===== src/rtl/fft_frame_buffer.sv =====
// fft_frame_buffer: ping-pong input buffer for the first FFT butterfly stage.
// Streams WIDTH-bit samples in over valid/ready, collects SAMPLES of them per
// bank, and presents the finished bank as a parallel frame with its own
// valid/ready handshake while the other bank fills.
// Build option: define FFT_FRAME_BITREV_EN to store each sample at its
// bit-reversed index (DIT input order); otherwise natural order is used.
module fft_frame_buffer #(
  parameter int SAMPLES = 4,
  parameter int WIDTH   = 32
) (
  input  logic             clk,
  input  logic             reset,
  input  logic [WIDTH-1:0] in_data,
  input  logic             in_valid,
  input  logic             in_sync,
  output logic             in_ready,
  output logic [WIDTH-1:0] frame_data [SAMPLES-1:0],
  output logic             frame_valid,
  input  logic             frame_ready
);

  localparam int LOG2 = $clog2(SAMPLES);
  localparam logic [LOG2-1:0] LAST_IDX = LOG2'(SAMPLES - 1);

  // Reverse the bit order of an index across LOG2 bits.
  function automatic logic [LOG2-1:0] bitrev(input logic [LOG2-1:0] v);
    logic [LOG2-1:0] r;
    r = '0;
    for (int b = 0; b < LOG2; b++) begin
      r[b] = v[LOG2-1-b];
    end
    return r;
  endfunction

  // Sample storage: bank_q[bank][position].
  logic [WIDTH-1:0] bank_q [0:1][0:SAMPLES-1];

  logic            wr_bank_q, wr_bank_d;
  logic            rd_bank_q, rd_bank_d;
  logic [1:0]      full_q, full_d;
  logic [LOG2-1:0] wr_cnt_q, wr_cnt_d;

  logic            accept_s;
  logic            take_s;
  logic            last_s;
  logic [LOG2-1:0] idx_s;
  logic [LOG2-1:0] pos_s;

  // Handshake outputs are pure decodes of state registers, so no
  // combinational path exists from frame_ready or in_valid.
  assign in_ready    = !full_q[wr_bank_q];
  assign frame_valid = full_q[rd_bank_q];

  // Present the read bank as the parallel frame.
  always_comb begin
    for (int i = 0; i < SAMPLES; i++) begin
      frame_data[i] = bank_q[rd_bank_q][i];
    end
  end

  // Accept/take decode and next-state for the bank bookkeeping.
  always_comb begin
    accept_s  = in_valid && in_ready;
    take_s    = frame_valid && frame_ready;
    idx_s     = in_sync ? '0 : wr_cnt_q;
`ifdef FFT_FRAME_BITREV_EN
    pos_s     = bitrev(idx_s);
`else
    pos_s     = idx_s;
`endif
    last_s    = (idx_s == LAST_IDX);
    wr_bank_d = wr_bank_q;
    rd_bank_d = rd_bank_q;
    full_d    = full_q;
    wr_cnt_d  = wr_cnt_q;

    if (accept_s) begin
      if (last_s) begin
        full_d[wr_bank_q] = 1'b1;
        wr_bank_d         = ~wr_bank_q;
        wr_cnt_d          = '0;
      end else if (in_sync) begin
        // A sync restarts the frame: the stale partial entries are simply
        // overwritten by the writes that follow.
        wr_cnt_d = LOG2'(1);
      end else begin
        wr_cnt_d = wr_cnt_q + LOG2'(1);
      end
    end else begin
      wr_cnt_d = wr_cnt_q;
    end

    // A take always targets the other bank from any completion this cycle,
    // because a completion needs that bank empty and a take needs it full.
    if (take_s) begin
      full_d[rd_bank_q] = 1'b0;
      rd_bank_d         = ~rd_bank_q;
    end else begin
      rd_bank_d = rd_bank_q;
    end
  end

  // Control state registers.
  always_ff @(posedge clk) begin
    if (reset) begin
      wr_bank_q <= 1'b0;
      rd_bank_q <= 1'b0;
      full_q    <= 2'b00;
      wr_cnt_q  <= '0;
    end else begin
      wr_bank_q <= wr_bank_d;
      rd_bank_q <= rd_bank_d;
      full_q    <= full_d;
      wr_cnt_q  <= wr_cnt_d;
    end
  end

  // Bank storage: cleared on reset, one word written per accept.
  always_ff @(posedge clk) begin
    if (reset) begin
      for (int b = 0; b < 2; b++) begin
        for (int i = 0; i < SAMPLES; i++) begin
          bank_q[b][i] <= '0;
        end
      end
    end else if (accept_s) begin
      bank_q[wr_bank_q][pos_s] <= in_data;
    end
  end

endmodule


===== config.mk =====
export PLATFORM = sky130hd
export DESIGN_NAME = fft_frame_buffer
export DESIGN_NICKNAME = d
export VERILOG_FILES = /design/src/rtl/fft_frame_buffer.sv
export SDC_FILE = /design/constraint.sdc
export NUM_CORES = 1
export LEC_CHECK = 0
export ABC_AREA = 1
export CORE_ASPECT_RATIO = 0.75
export CORE_MARGIN = 2
export CORE_UTILIZATION = 35
export DETAILED_ROUTE_END_ITERATION = 16
export MAX_ROUTING_LAYER = met4
export PLACE_DENSITY = 0.53
export RECOVER_POWER = 50
export SYNTH_ARGS = -nofsm -noshare
export SYNTH_HDL_FRONTEND = slang
export SYNTH_SLANG_ARGS = --single-unit
export TNS_END_PERCENT = 5

===== constraint.sdc =====
create_clock -name clk -period 5 [get_ports clk]
set_clock_uncertainty 0.15 [all_clocks]
set_input_delay 1 -clock clk [delete_from_list [all_inputs] [get_ports clk]]
set_output_delay 1 -clock clk [all_outputs]
set_load 0.005 [all_outputs]

# == Yosys cells after proc, flatten, opt, wreduce, memory -nomap -nowiden ==
# Memories as Yosys holds them, arrays and structs flattened. A register that Yosys moved wholly into a read port is not among the register bits.
# Cells that the tools add are included.
# totals
register_bits,6
ramBits,256
in_bits,37
n_memories,1
# classes
addsub,1
order_cmp,6
n_eq_ne,1
muxes,26
bitwise_logic,6
reduce_logical,8
# memory_table
memory,words,width,read_ports,rd_ports_with_merged_regs,wr,line,rtl
bank_q,2,128,1,1,2,36,logic [WIDTH-1:0] bank_q [0:1][0:SAMPLES-1];
# ops
cell,count
$mux 128,3
$reduce_or 128->1,1
$demux 32 s2,1
$mux 32,1
$mux 1,13
$mux 2,6
$logic_and 1x1->1,5
$lt 1x2->1 const B,2
$ge 3x3->1 const B,1
$lt 3x1->1 const B,1
$not 2->3,1
$add 2x1->2 const B,1
$and 2x2->2,1
$demux 1 s1,2
$eq 2x2->1 const B,1
$ge 1x1->1 const B,2
$not 1->1,2
$not 2->2,1
$or 2x2->2,1
$reduce_and 2->1,1
$logic_not 1->1,1

# == Logic depth before layout (Yosys ltp) ==
# depth
word_depth,9
depth_mapped,9
ltp_nobuf,7

# == Least setup slack after synthesis ==
# OpenSTA, ideal clock, no wires.
# synth_path
path_kind,in2reg
from,input port in_sync
to,"memory bank_q[1][64] (netlist name), enable pin"
arrival_ns,3.648
required_time_ns,4.384
slack_ns,0.736
path_stages,5
n_path_buf,0
cell_sequence,inv_1 -> nand2_1 -> nor2_1 -> nand2_1 -> o21ai_0
# synth_rtl
item,line,rtl
start: declaration,15,"input logic in_sync,"
end: declaration,36,

==> out/qor.yml <==
hold_viol: 0
drive_above_1_share: 0.202
n_antenna_cell: 0
h_tree_levels: 1
seq_power_share: 0.535
antenna_violating_nets_post_route: 0
slew_headroom: -0.368
worst_hold_path_type: "register to register"
route.detailed.vias_per_inst: 4.68
worstSkewPairLatency_ns: 0.53
yosys_warnings: 0
post-route-period-util: 0.798
cts.repair.resized: 0
slew_violations: 183
fp.dieH_um: 156
vdd_drop_max_v: 0.000259
post-place-ws_ns: 1.10
routed-via-count: 6248
synthesis.area_per_instance_um2: 14.6
initial_utilization: 0.357
detail_route.drc_violations: 0
cp-start-kind: "primary input"
fin_setup_tns_ns: 0
post-cts-setup-buffer-count: 0
r2r_cells: 5
timing.critical_path.max_delay_family: "compound AO/OA/AOI/OAI gates"
outcome: "finished with violations"
detail_route.first_pass.iterations: 4
cpMaxStageDelayCell: "sky130_fd_sc_hd__o21ai_1"
yosys-top-cells-area: "sky130_fd_sc_hd__edfxtp_1 71%, sky130_fd_sc_hd__mux2_2 13%, sky130_fd_sc_hd__nor2_1 6.9%"
overflow: 0
grt_start_max_net_pins: 73
netlist-cell-type-count: 22
stdcell_area_um2: 13600
power_density_nw_per_um2: 350
reg2reg_setup_slack_ns: 1.45
holdPathEnd: "full_q[1]"
reg2reg_from: "wr_bank_q"
cts_tree: "done"
hold_start: "full_q[1]"
clkTransAtPathRegs_ns: 0.06
power_report.internal_total_mw: 3.74
share_of_the_yosys_chip_area_belonging_to_registers: 0.724
postSynthCellCount: 742
cell_taking_the_most_area_after_synthesis: "sky130_fd_sc_hd__edfxtp_1"
p_switching_mw: 1.03
drt-initial-drc-count: 415
crit_path_max_fanout: 17
critPathRequiredTime_ns: 5.05
stdcell_count: 1335
holdPathStages: 2
setup.worst_path.class: "primary input to register"
wire_per_inst_um: 20.4
syn-cell-area_um2: 10800
cts-root-buf: "sky130_fd_sc_hd__clkbuf_16"
combinational_family_with_the_most_area_after_synthesis: "multiplexers"
timing.critical_path.arrival_ns: 4.04
layout_setup_ws_ns: 1.01
clock_sinks: 263
failed_checks: "max-capacitance violations, max-slew violations"
design_power_total_mw: 4.77
placedInstanceArea_um2: 12900
clockBufferDepth: 3
synth_simple_gate_area_share: 0.0869
finalSetupViolCount: 0
syn2layout_area_growth_pct: 26.1
core_region_area_um2: 30300
holdWs_ns: 0.345
slowest_delay_ns: 1.58
via_count_of_the_first_global_routing_pass: 6406
port_buffers: 166
relative_contribution_of_the_clock_network_to_total_power: 0.392
path_cells: "dlygate4sd3_1, nand3_1, o21ai_1, buf_4"
timing.rr.end: "bank_q[1][72]"
grt_setup_unrepaired: "false"
synthMuxAreaShare: 0.133
maxCapViolCount: 6
worstMarginPinSlew_ns: 2.05
yosys_register_bits: 263
place.gp.congestion: 0.772
num-nets-final: 953
synthesized_area_fraction_occupied_by_ao_oa_aoi_and_oai_cells: 0.00533
finalWorstPathRequiredPeriod_ns: 3.99
post-synth-top-area-fraction: 0.711
boundaryPins: 167
sw_frac_of_total: 0.216
worstSetupEndpointType: "register"
combinationalPowerShare: 0.073
post-route-util: 0.450
power_leakage_nw: 5.00
dp.final_hpwl_mm: 16.6
postRouteWirelength_mm: 27.2
grt_resource_usage_total: 0.175
antenna_found_initial: 0
rows: 55
die_width_um: 207
synth-adder-area-share: 0
floorplan.die_area_um2: 32300
cts_hold_repair.buffers: 0
numCtsBuffers: 28
synth_nets: 779
placedCellCount: 1285
cp_num_buf_inv: 2
achievable_frequency_ghz: 0.251
post_synthesis_share_of_cell_area_spent_on_xor_and_xnor_gates: 0
grt_first_pass_wirelength_mm: 40.4
sequential cells by signal (all words and copies together), names as in the netlist, named ones only:
signal,count
bank_q,256
wr_cnt_q,2
full_q,2
rd_bank_q,1
wr_bank_q,1
tightest hold or removal path: cells and delay by family, from the launching register on:
family	cells	cell delay, ns
flops	1	0.32
compound gates	1	0.06
buf+inv	1	0.07
layout make-up:
class | instances | area, um^2
Tap cell | 399 | 499
Inverter | 73 | 274
Sequential cell | 263 | 7830
Clock buffer | 34 | 744
Timing Repair Buffer | 178 | 1770
Fill cell | 2826 | 16600
Multi-Input combinational cell | 372 | 2430
Clock inverter | 16 | 76.3
power groups by stage:
| stage | Clock (mW) | Sequential, mW | Combinational (mW) |
|---|---|---|---|
| 4_1_cts | 1.91 | 2.55 | 0.358 |
| 3_5_place_dp | 0 | 2.60 | 0.355 |
| 3_3_place_gp | 0 | 2.60 | 0.355 |
| 2_1_floorplan | 0 | 2.59 | 0.145 |
| 5_1_grt | 1.99 | 2.57 | 0.376 |
| 6_report | 1.87 | 2.55 | 0.347 |
worst max path at each step:
stage,from,to,slack (ns),depth (start not counted)
after floorplan,in_sync,bank_q[1][64],0.74,5
after global placement,reset,bank_q[0][107],1.19,7
after detailed placement,reset,bank_q[0][104],1.10,7
after CTS,register,frame_data[26],1.25,3
after global routing,reset,bank_q[0][52],0.71,7
final,in_valid,bank_q[1][72],1.01,4
placed cells by master (no fill, tap or decap), drive strengths merged, types with 7 or more instances in the layout:
cell and n:
clkinv 16, mux2 128, buf 8, nand2 25
dfxtp 7, edfxtp 256, nor2 201, clkbuf 38
inv 73, clkdlybuf4s50 162
logic make-up after synthesis:
group | count (synthesis)
AO/OA/AOI/OAI | 11
multiplexers | 128
AND/OR/NAND/NOR | 233
flip-flops | 263
buffers and inverters | 107
synth_stat cells (all sizes together):
library cell,instances
edfxtp,256
nand4,2
o31ai,1
nor2,201
mux2,128
nand2,25
nor3b,1
buf,32
dfxtp,7
o21ai,5
nand3,3
inv,73
clkbuf,2
nand3b,1
a21oi,5
metal layers:
metal	vias to the layer above	wire length (um)	track usage
met5	-	0	-
met4	0	469	0.0361
met3	38	1590	0.0253
li1	2913	-	-
met2	190	11900	0.254
met1	3107	13200	0.259
Power figures use the tool's default switching activity.
